$ cat src/rtl/uart_pkg.sv
// rtl/uart_pkg.sv - shared constants and types for the UART receive controller
//
// Purpose : receiver error codes, handshake FSM state type and default
//           sizing for uart_rx_ctrl and its FIFO.
// Ports   : none (package).
package uart_pkg;

  // Receiver error codes carried on rx_err alongside rx_err_stb.
  localparam logic [1:0] ERR_NONE   = 2'd0;
  localparam logic [1:0] ERR_PARITY = 2'd1;
  localparam logic [1:0] ERR_STOP   = 2'd2;

  // Default sizing.
  localparam int DEF_DEPTH = 8;
  localparam int DEF_CNT_W = 8;

  // Receiver handshake state.
  typedef enum logic {
    IDLE = 1'b0,
    ACK  = 1'b1
  } rx_state_t;

endpackage

$ cat src/rtl/uart_rx_ctrl_if.sv
// rtl/uart_rx_ctrl_if.sv - receiver-side and consumer-side handshake bundle
//
// Purpose : groups the byte handshake from the UART receiver (rx_*) and the
//           valid/ready stream toward the command decoder (m_*).
// Signals : rx_data/rx_valid/rx_err/rx_err_stb/m_ready driven by master,
//           rx_ack/m_data/m_valid driven by slave (the controller).
interface uart_rx_ctrl_if;
  import uart_pkg::*;

  logic [7:0] rx_data;
  logic       rx_valid;
  logic [1:0] rx_err;
  logic       rx_err_stb;
  logic       rx_ack;
  logic [7:0] m_data;
  logic       m_valid;
  logic       m_ready;

  // Environment side: the receiver plus the consumer.
  modport master (
    output rx_data, rx_valid, rx_err, rx_err_stb, m_ready,
    input  rx_ack, m_data, m_valid
  );

  // Controller side.
  modport slave (
    input  rx_data, rx_valid, rx_err, rx_err_stb, m_ready,
    output rx_ack, m_data, m_valid
  );

endinterface

$ cat src/rtl/sync_fifo.sv
// rtl/sync_fifo.sv - single-clock FIFO with occupancy count
//
// Purpose : DEPTH-entry storage with naturally wrapping pointers.
// Ports   : i_clk, i_rst_n (async, active low)
//           i_push/i_data  write request; accepted when not full or when a
//                          pop is accepted in the same cycle
//           i_pop          read request; ignored when empty
//           o_data         head entry (0 while empty)
//           o_full, o_empty, o_level  occupancy status
module sync_fifo #(
  parameter int DATA_W = 8,
  parameter int DEPTH  = 8
) (
  input  logic                    i_clk,
  input  logic                    i_rst_n,
  input  logic                    i_push,
  input  logic [DATA_W-1:0]       i_data,
  input  logic                    i_pop,
  output logic [DATA_W-1:0]       o_data,
  output logic                    o_full,
  output logic                    o_empty,
  output logic [$clog2(DEPTH):0]  o_level
);
  import uart_pkg::*;

  localparam int          AW       = $clog2(DEPTH);
  localparam logic [AW:0] LVL_FULL = (AW+1)'(DEPTH);

  logic [DATA_W-1:0] r_mem [DEPTH];
  logic [AW-1:0]     r_wptr;
  logic [AW-1:0]     r_rptr;
  logic [AW:0]       r_level;

  logic w_pop_ok;
  logic w_push_ok;

  assign o_empty   = (r_level == '0);
  assign o_full    = (r_level == LVL_FULL);
  assign w_pop_ok  = i_pop && !o_empty;
  // A full FIFO still takes a write when the head leaves in the same cycle.
  assign w_push_ok = i_push && (!o_full || w_pop_ok);

  // Storage needs no reset: the head is masked while empty.
  always_ff @(posedge i_clk) begin
    if (w_push_ok) begin
      r_mem[r_wptr] <= i_data;
    end
  end

  always_ff @(posedge i_clk or negedge i_rst_n) begin
    if (!i_rst_n) begin
      r_wptr  <= '0;
      r_rptr  <= '0;
      r_level <= '0;
    end else begin
      if (w_push_ok) begin
        r_wptr <= r_wptr + AW'(1);
      end
      if (w_pop_ok) begin
        r_rptr <= r_rptr + AW'(1);
      end
      case ({w_push_ok, w_pop_ok})
        2'b10:   r_level <= r_level + (AW+1)'(1);
        2'b01:   r_level <= r_level - (AW+1)'(1);
        default: r_level <= r_level;
      endcase
    end
  end

  assign o_data  = o_empty ? '0 : r_mem[r_rptr];
  assign o_level = r_level;

endmodule

$ cat src/rtl/uart_rx_ctrl.sv
// rtl/uart_rx_ctrl.sv - UART receive path sequencer, byte buffer and error counters
//
// Purpose : completes the receiver's level handshake, buffers accepted bytes
//           for the command decoder, counts parity/stop errors and flags
//           bytes dropped on a full buffer.
// Ports   : i_clk, i_rst_n   clock, async active-low reset
//           bus (slave)      rx_* from the receiver, m_* to the consumer
//           i_clr            synchronous clear of counters and overflow flag
//           o_par_cnt        saturating parity error count
//           o_stop_cnt       saturating stop error count
//           o_ovf            sticky dropped-byte flag
//           o_level          FIFO occupancy
module uart_rx_ctrl
  import uart_pkg::*;
#(
  parameter int DEPTH = DEF_DEPTH,
  parameter int CNT_W = DEF_CNT_W
) (
  input  logic                   i_clk,
  input  logic                   i_rst_n,
  uart_rx_ctrl_if.slave          bus,
  input  logic                   i_clr,
  output logic [CNT_W-1:0]       o_par_cnt,
  output logic [CNT_W-1:0]       o_stop_cnt,
  output logic                   o_ovf,
  output logic [$clog2(DEPTH):0] o_level
);

  localparam logic [CNT_W-1:0] CNT_MAX = {CNT_W{1'b1}};

  rx_state_t        r_state;
  logic             r_rx_ack;
  logic [CNT_W-1:0] r_par_cnt;
  logic [CNT_W-1:0] r_stop_cnt;
  logic             r_ovf;

  logic             w_capture;
  logic             w_pop_ok;
  logic             w_drop;
  logic             w_full;
  logic             w_empty;
  logic [7:0]       w_head;

  // One byte is taken per rx_valid assertion: only in IDLE.
  assign w_capture = (r_state == IDLE) && bus.rx_valid;
  assign w_pop_ok  = bus.m_ready && !w_empty;
  // The receiver is never stalled; a byte with nowhere to go is discarded.
  assign w_drop    = w_capture && w_full && !w_pop_ok;

  sync_fifo #(
    .DATA_W (8),
    .DEPTH  (DEPTH)
  ) u_fifo (
    .i_clk   (i_clk),
    .i_rst_n (i_rst_n),
    .i_push  (w_capture),
    .i_data  (bus.rx_data),
    .i_pop   (bus.m_ready),
    .o_data  (w_head),
    .o_full  (w_full),
    .o_empty (w_empty),
    .o_level (o_level)
  );

  // Handshake FSM; rx_ack is the registered image of the ACK state.
  always_ff @(posedge i_clk or negedge i_rst_n) begin
    if (!i_rst_n) begin
      r_state  <= IDLE;
      r_rx_ack <= 1'b0;
    end else begin
      case (r_state)
        IDLE: begin
          if (bus.rx_valid) begin
            r_state  <= ACK;
            r_rx_ack <= 1'b1;
          end
        end
        ACK: begin
          if (!bus.rx_valid) begin
            r_state  <= IDLE;
            r_rx_ack <= 1'b0;
          end
        end
        default: begin
          r_state  <= IDLE;
          r_rx_ack <= 1'b0;
        end
      endcase
    end
  end

  // Error statistics; clear wins over any same-cycle increment or set.
  always_ff @(posedge i_clk or negedge i_rst_n) begin
    if (!i_rst_n) begin
      r_par_cnt  <= '0;
      r_stop_cnt <= '0;
      r_ovf      <= 1'b0;
    end else if (i_clr) begin
      r_par_cnt  <= '0;
      r_stop_cnt <= '0;
      r_ovf      <= 1'b0;
    end else begin
      if (bus.rx_err_stb && (bus.rx_err == ERR_PARITY) && (r_par_cnt != CNT_MAX)) begin
        r_par_cnt <= r_par_cnt + CNT_W'(1);
      end
      if (bus.rx_err_stb && (bus.rx_err == ERR_STOP) && (r_stop_cnt != CNT_MAX)) begin
        r_stop_cnt <= r_stop_cnt + CNT_W'(1);
      end
      if (w_drop) begin
        r_ovf <= 1'b1;
      end
    end
  end

  assign bus.rx_ack  = r_rx_ack;
  assign bus.m_data  = w_head;
  assign bus.m_valid = !w_empty;
  assign o_par_cnt   = r_par_cnt;
  assign o_stop_cnt  = r_stop_cnt;
  assign o_ovf       = r_ovf;

endmodule

$ cat src/flat_wrapper.sv
// flat-port wrapper written by rule: the top's interface ports become plain ports
module uart_rx_ctrl_flat import uart_pkg::*;
#(
  parameter int DEPTH = DEF_DEPTH,
  parameter int CNT_W = DEF_CNT_W
)
  (i_clk, i_rst_n, i_clr, o_par_cnt, o_stop_cnt, o_ovf, o_level, bus_rx_data, bus_rx_valid, bus_rx_err, bus_rx_err_stb, bus_m_ready, bus_rx_ack, bus_m_data, bus_m_valid);
  uart_rx_ctrl_if bus_i ();
  input  logic i_clk;
  input  logic i_rst_n;
  input  logic i_clr;
  output logic [CNT_W-1:0] o_par_cnt;
  output logic [CNT_W-1:0] o_stop_cnt;
  output logic o_ovf;
  output logic [$clog2(DEPTH):0] o_level;
  input wire logic [$bits(bus_i.rx_data)-1:0] bus_rx_data;
  input wire logic [$bits(bus_i.rx_valid)-1:0] bus_rx_valid;
  input wire logic [$bits(bus_i.rx_err)-1:0] bus_rx_err;
  input wire logic [$bits(bus_i.rx_err_stb)-1:0] bus_rx_err_stb;
  input wire logic [$bits(bus_i.m_ready)-1:0] bus_m_ready;
  output wire logic [$bits(bus_i.rx_ack)-1:0] bus_rx_ack;
  output wire logic [$bits(bus_i.m_data)-1:0] bus_m_data;
  output wire logic [$bits(bus_i.m_valid)-1:0] bus_m_valid;
  assign bus_i.rx_data = bus_rx_data;
  assign bus_i.rx_valid = bus_rx_valid;
  assign bus_i.rx_err = bus_rx_err;
  assign bus_i.rx_err_stb = bus_rx_err_stb;
  assign bus_i.m_ready = bus_m_ready;
  assign bus_rx_ack = bus_i.rx_ack;
  assign bus_m_data = bus_i.m_data;
  assign bus_m_valid = bus_i.m_valid;
  uart_rx_ctrl #(.DEPTH(DEPTH), .CNT_W(CNT_W)) u_core (.i_clk(i_clk), .i_rst_n(i_rst_n), .bus(bus_i), .i_clr(i_clr), .o_par_cnt(o_par_cnt), .o_stop_cnt(o_stop_cnt), .o_ovf(o_ovf), .o_level(o_level));
endmodule
$ cat config.mk
export PLATFORM = sky130hd
export DESIGN_NAME = uart_rx_ctrl_flat
export DESIGN_NICKNAME = d
export VERILOG_FILES = /design/src/rtl/uart_pkg.sv /design/src/rtl/uart_rx_ctrl_if.sv /design/src/rtl/sync_fifo.sv /design/src/rtl/uart_rx_ctrl.sv /design/src/flat_wrapper.sv
export SDC_FILE = /design/constraint.sdc
export NUM_CORES = 1
export LEC_CHECK = 0
export CELL_PAD_IN_SITES_DETAIL_PLACEMENT = 1
export CELL_PAD_IN_SITES_GLOBAL_PLACEMENT = 2
export CORE_MARGIN = 5
export CORE_UTILIZATION = 35
export DETAILED_ROUTE_END_ITERATION = 12
export HOLD_SLACK_MARGIN = 0.08
export MAX_ROUTING_LAYER = met4
export PLACE_DENSITY_LB_ADDON = 0.08
export SYNTH_ARGS = -nofsm -noshare
export SYNTH_HDL_FRONTEND = slang
export SYNTH_SLANG_ARGS = --single-unit
$ cat constraint.sdc
create_clock -name i_clk -period 4 [get_ports i_clk]
set_input_delay 0.6 -clock i_clk [delete_from_list [all_inputs] [get_ports i_clk]]
set_output_delay 0.6 -clock i_clk [all_outputs]
set_load 0.02 [all_outputs]
==> impl_metrics.ini <==
[route]
wl_per_cell_um = 18.8
drc = 0
drt_wl_total_um = 8750
ant_nets = 0
vias = 2383
drtIter0Drc = 136
viasPerCell = 5.12
firstDrtPassIters = 4

[pwr]
power_density_nw_per_um2 = 602
cellLeakagePower_nw = 1.74
power_mw = 2.97
vdd_ir_drop_max_uv = 303

[clock_tree]
htreeDepth = 3
cts_buffer_depth = 2
cts_root_buffer = clkbuf_16
post_cts_buffers = 0
cts.sinks = 93
clk_pin_slew_ns = 0.07
worstSkewPairLatency_ns = 0.34
ctsHoldBuffers = 0
post_cts_resized = 0
cts_tree = yes
cts_made_buffers = 9

[hold_path]
whs_path_depth = 1
min_from = u_core.r_state
min_to = u_core.bus.rx_ack
min_path_type = register to register

[placed_design]
place_hpwl_um = 6000
gp_congestion = 0.694
pre_cts_ws_ns = 0.890
place_area_um2 = 4660
numPortBuffers = 46

[critical_path]
slowest_stage = dfrtp_1
cp_max_fo = 18
endpoint_kind = primary output
worstSetupPathType = register to primary output
r2r_cells = 5
crit_required_ns = 3.40
worstPathArrival_ns = 2.46
rr_endpoint = u_core.u_fifo.r_mem[7][7]
worst_setup_path_start_kind = register
path_cells = mux4_2 > mux2i_1 > nor2_1 > clkdlybuf4s50_1
rrSetupSlack_ns = 1.61
rr_startpoint = u_core.r_state
max_stage_delay_ns = 0.88

[global_route]
grt_max_degree = 30
antenna_found_initial = 0
grtUsageTotal_pct = 13.8
grt_pass1_vias = 2482
grt.overflow.total = 0
grt_pass1_wl_um = 14300

[sta]
hold_viol_final = 0
worst_pin_slew_ns = 0.829
rsz0062_at_grt = false
fin_crit_sh_pct = 76.5
finClkSkew_ns = 0.00531
report.final.slew_viol_count = 0
fin_crit_ns = 3.06
fmax_mhz = 327
slew_headroom_pct = 44.8
holdWs_ns = 0.462
setup_viol = 0
setup_tns_ns = 0
setup_ws_ns = 0.940

[final_layout]
n_fill_cell = 1173
fin_area_um2 = 4920
syn_to_final_growth_pct = 21.8
antenna_cells = 0
final_common_cell = edfxtp_1
mostFrequentLayoutCells = 64 x edfxtp_1, 46 x clkdlybuf4s50_1, 29 x nor2_1, 29 x dfrtp_1, 16 x mux4_2
drive_gt1_share_pct = 13.4
nets = 339

[floorplan]
fp-row-count = 39
die_x_um = 117
start_util_pct = 35.6
coreArea_um2 = 11400
die_h_um = 117
design.die.area_um2 = 13800
num_io_pins = 47

[logic_synthesis]
yosys.area.top_type = edfxtp_1
synth-seq-area-share_pct = 65.5
synth_edf_count = 64
async_flop_share_pct = 31.2
syn_area_um2 = 4040
avgSynthCellArea_um2 = 15.1
synth_flop_cell = edfxtp_1
synth_cell_types = 49
synth_warnings = 0
synthTopCellsByArea = edfxtp_1 48%, dfrtp_1 18%, mux4_2 8.9%, nor2_1 2.7%, mux2i_1 2.5%
ys_ff_latch = 93
yosysTopAreaCellShare_pct = 47.5
synthCells = 267
syn_nets = 289

[run_status]
status = completed

[flow_run]
cap_violations = 0
==> power by group <==
group	leakage (nW)	switching (mW)	internal [mW]
sequential	0.959	0.145	1.13
clock	0.128	0.350	0.419
combinational	0.653	0.445	0.474
==> registers in the layout (all words and copies together) (netlist names) <==
name                   count
u_core.bus.rx_ack          1
u_core.o_ovf               1
u_core.o_par_cnt           8
u_core.o_stop_cnt          8
u_core.r_state             1
u_core.u_fifo.o_level      4
u_core.u_fifo.r_mem       64
u_core.u_fifo.r_rptr       3
u_core.u_fifo.r_wptr       3
==> cells by family after synthesis <==
family	count (synthesis)	share of synthesized area, %
compound gates	36	6.41
fa+ha+maj	6	1.86
buf+inv	19	2.23
flops	93	65.5
mux	28	11.9
simple gates	72	9.25
xor+xnor	13	2.82
==> final cells by class <==
type,count,area [µm²],share of cell area (%)
multi-input combinational,155,1310,26.5
tap,143,179,3.63
inverter,7,26.3,0.534
timing repair buffer,51,498,10.1
clock inverter,6,37.5,0.763
sequential,93,2650,53.8
clock buffer,10,229,4.65
==> layer usage <==
metal  routed length [µm]  GRT usage (%)
met1                 4400           19.3
met2                 3960           19.5
met3                  230           2.50
met4                  169           6.02
met5                    0              -
==> critical path: cells and delay by family (launching register included) <==
family                 cells  cell delay, ns
buffers and inverters      1            0.62
flip-flops                 1            0.88
multiplexers               2            0.49
AND/OR/NAND/NOR            1            0.12
==> cells in the mapped netlist, types with 2 or more instances <==
| master | count |
|---|---|
| o21ai_0 | 4 |
| nor2_1 | 29 |
| nand2b_1 | 3 |
| nor2b_1 | 3 |
| buf_4 | 2 |
| and3_1 | 2 |
| inv_1 | 7 |
| dfrtp_1 | 29 |
| a21oi_1 | 8 |
| clkbuf_1 | 4 |
| ha_1 | 6 |
| nand3_1 | 4 |
| buf_2 | 3 |
| nand4_1 | 3 |
| or3_1 | 2 |
| xnor2_1 | 8 |
| mux2_1 | 2 |
| o21ai_1 | 4 |
| mux2i_1 | 10 |
| mux4_2 | 16 |
| xor2_1 | 5 |
| buf_1 | 2 |
| nand2_1 | 8 |
| a211oi_1 | 5 |
| nor3_1 | 7 |
| a31oi_1 | 4 |
| nand3b_1 | 2 |
| edfxtp_1 | 64 |
==> worst max path at each step <==
stage,from,end,slack (ns)
after detailed placement,bus_rx_valid,u_core.u_fifo.r_mem[7][5],0.89
after global routing,u_core.u_fifo.r_rptr[1],bus_m_data[5],0.79
final,u_core.u_fifo.r_rptr[1],bus_m_data[5],0.94
after CTS,u_core.u_fifo.r_rptr[1],bus_m_data[5],0.88
after global placement,bus_rx_valid,u_core.u_fifo.r_mem[7][7],0.99
after floorplan,bus_m_ready,u_core.u_fifo.r_mem[0][0],1.67
==> metrics by stage <==
step | utilization, % | instances
after floorplan | - | 267
after global placement | 40.9 | 449
after detailed placement | 40.9 | 449
after CTS | 43.3 | 465
after global routing | 43.3 | 465
final | 43.3 | 465
Power figures use the tool's default switching activity.
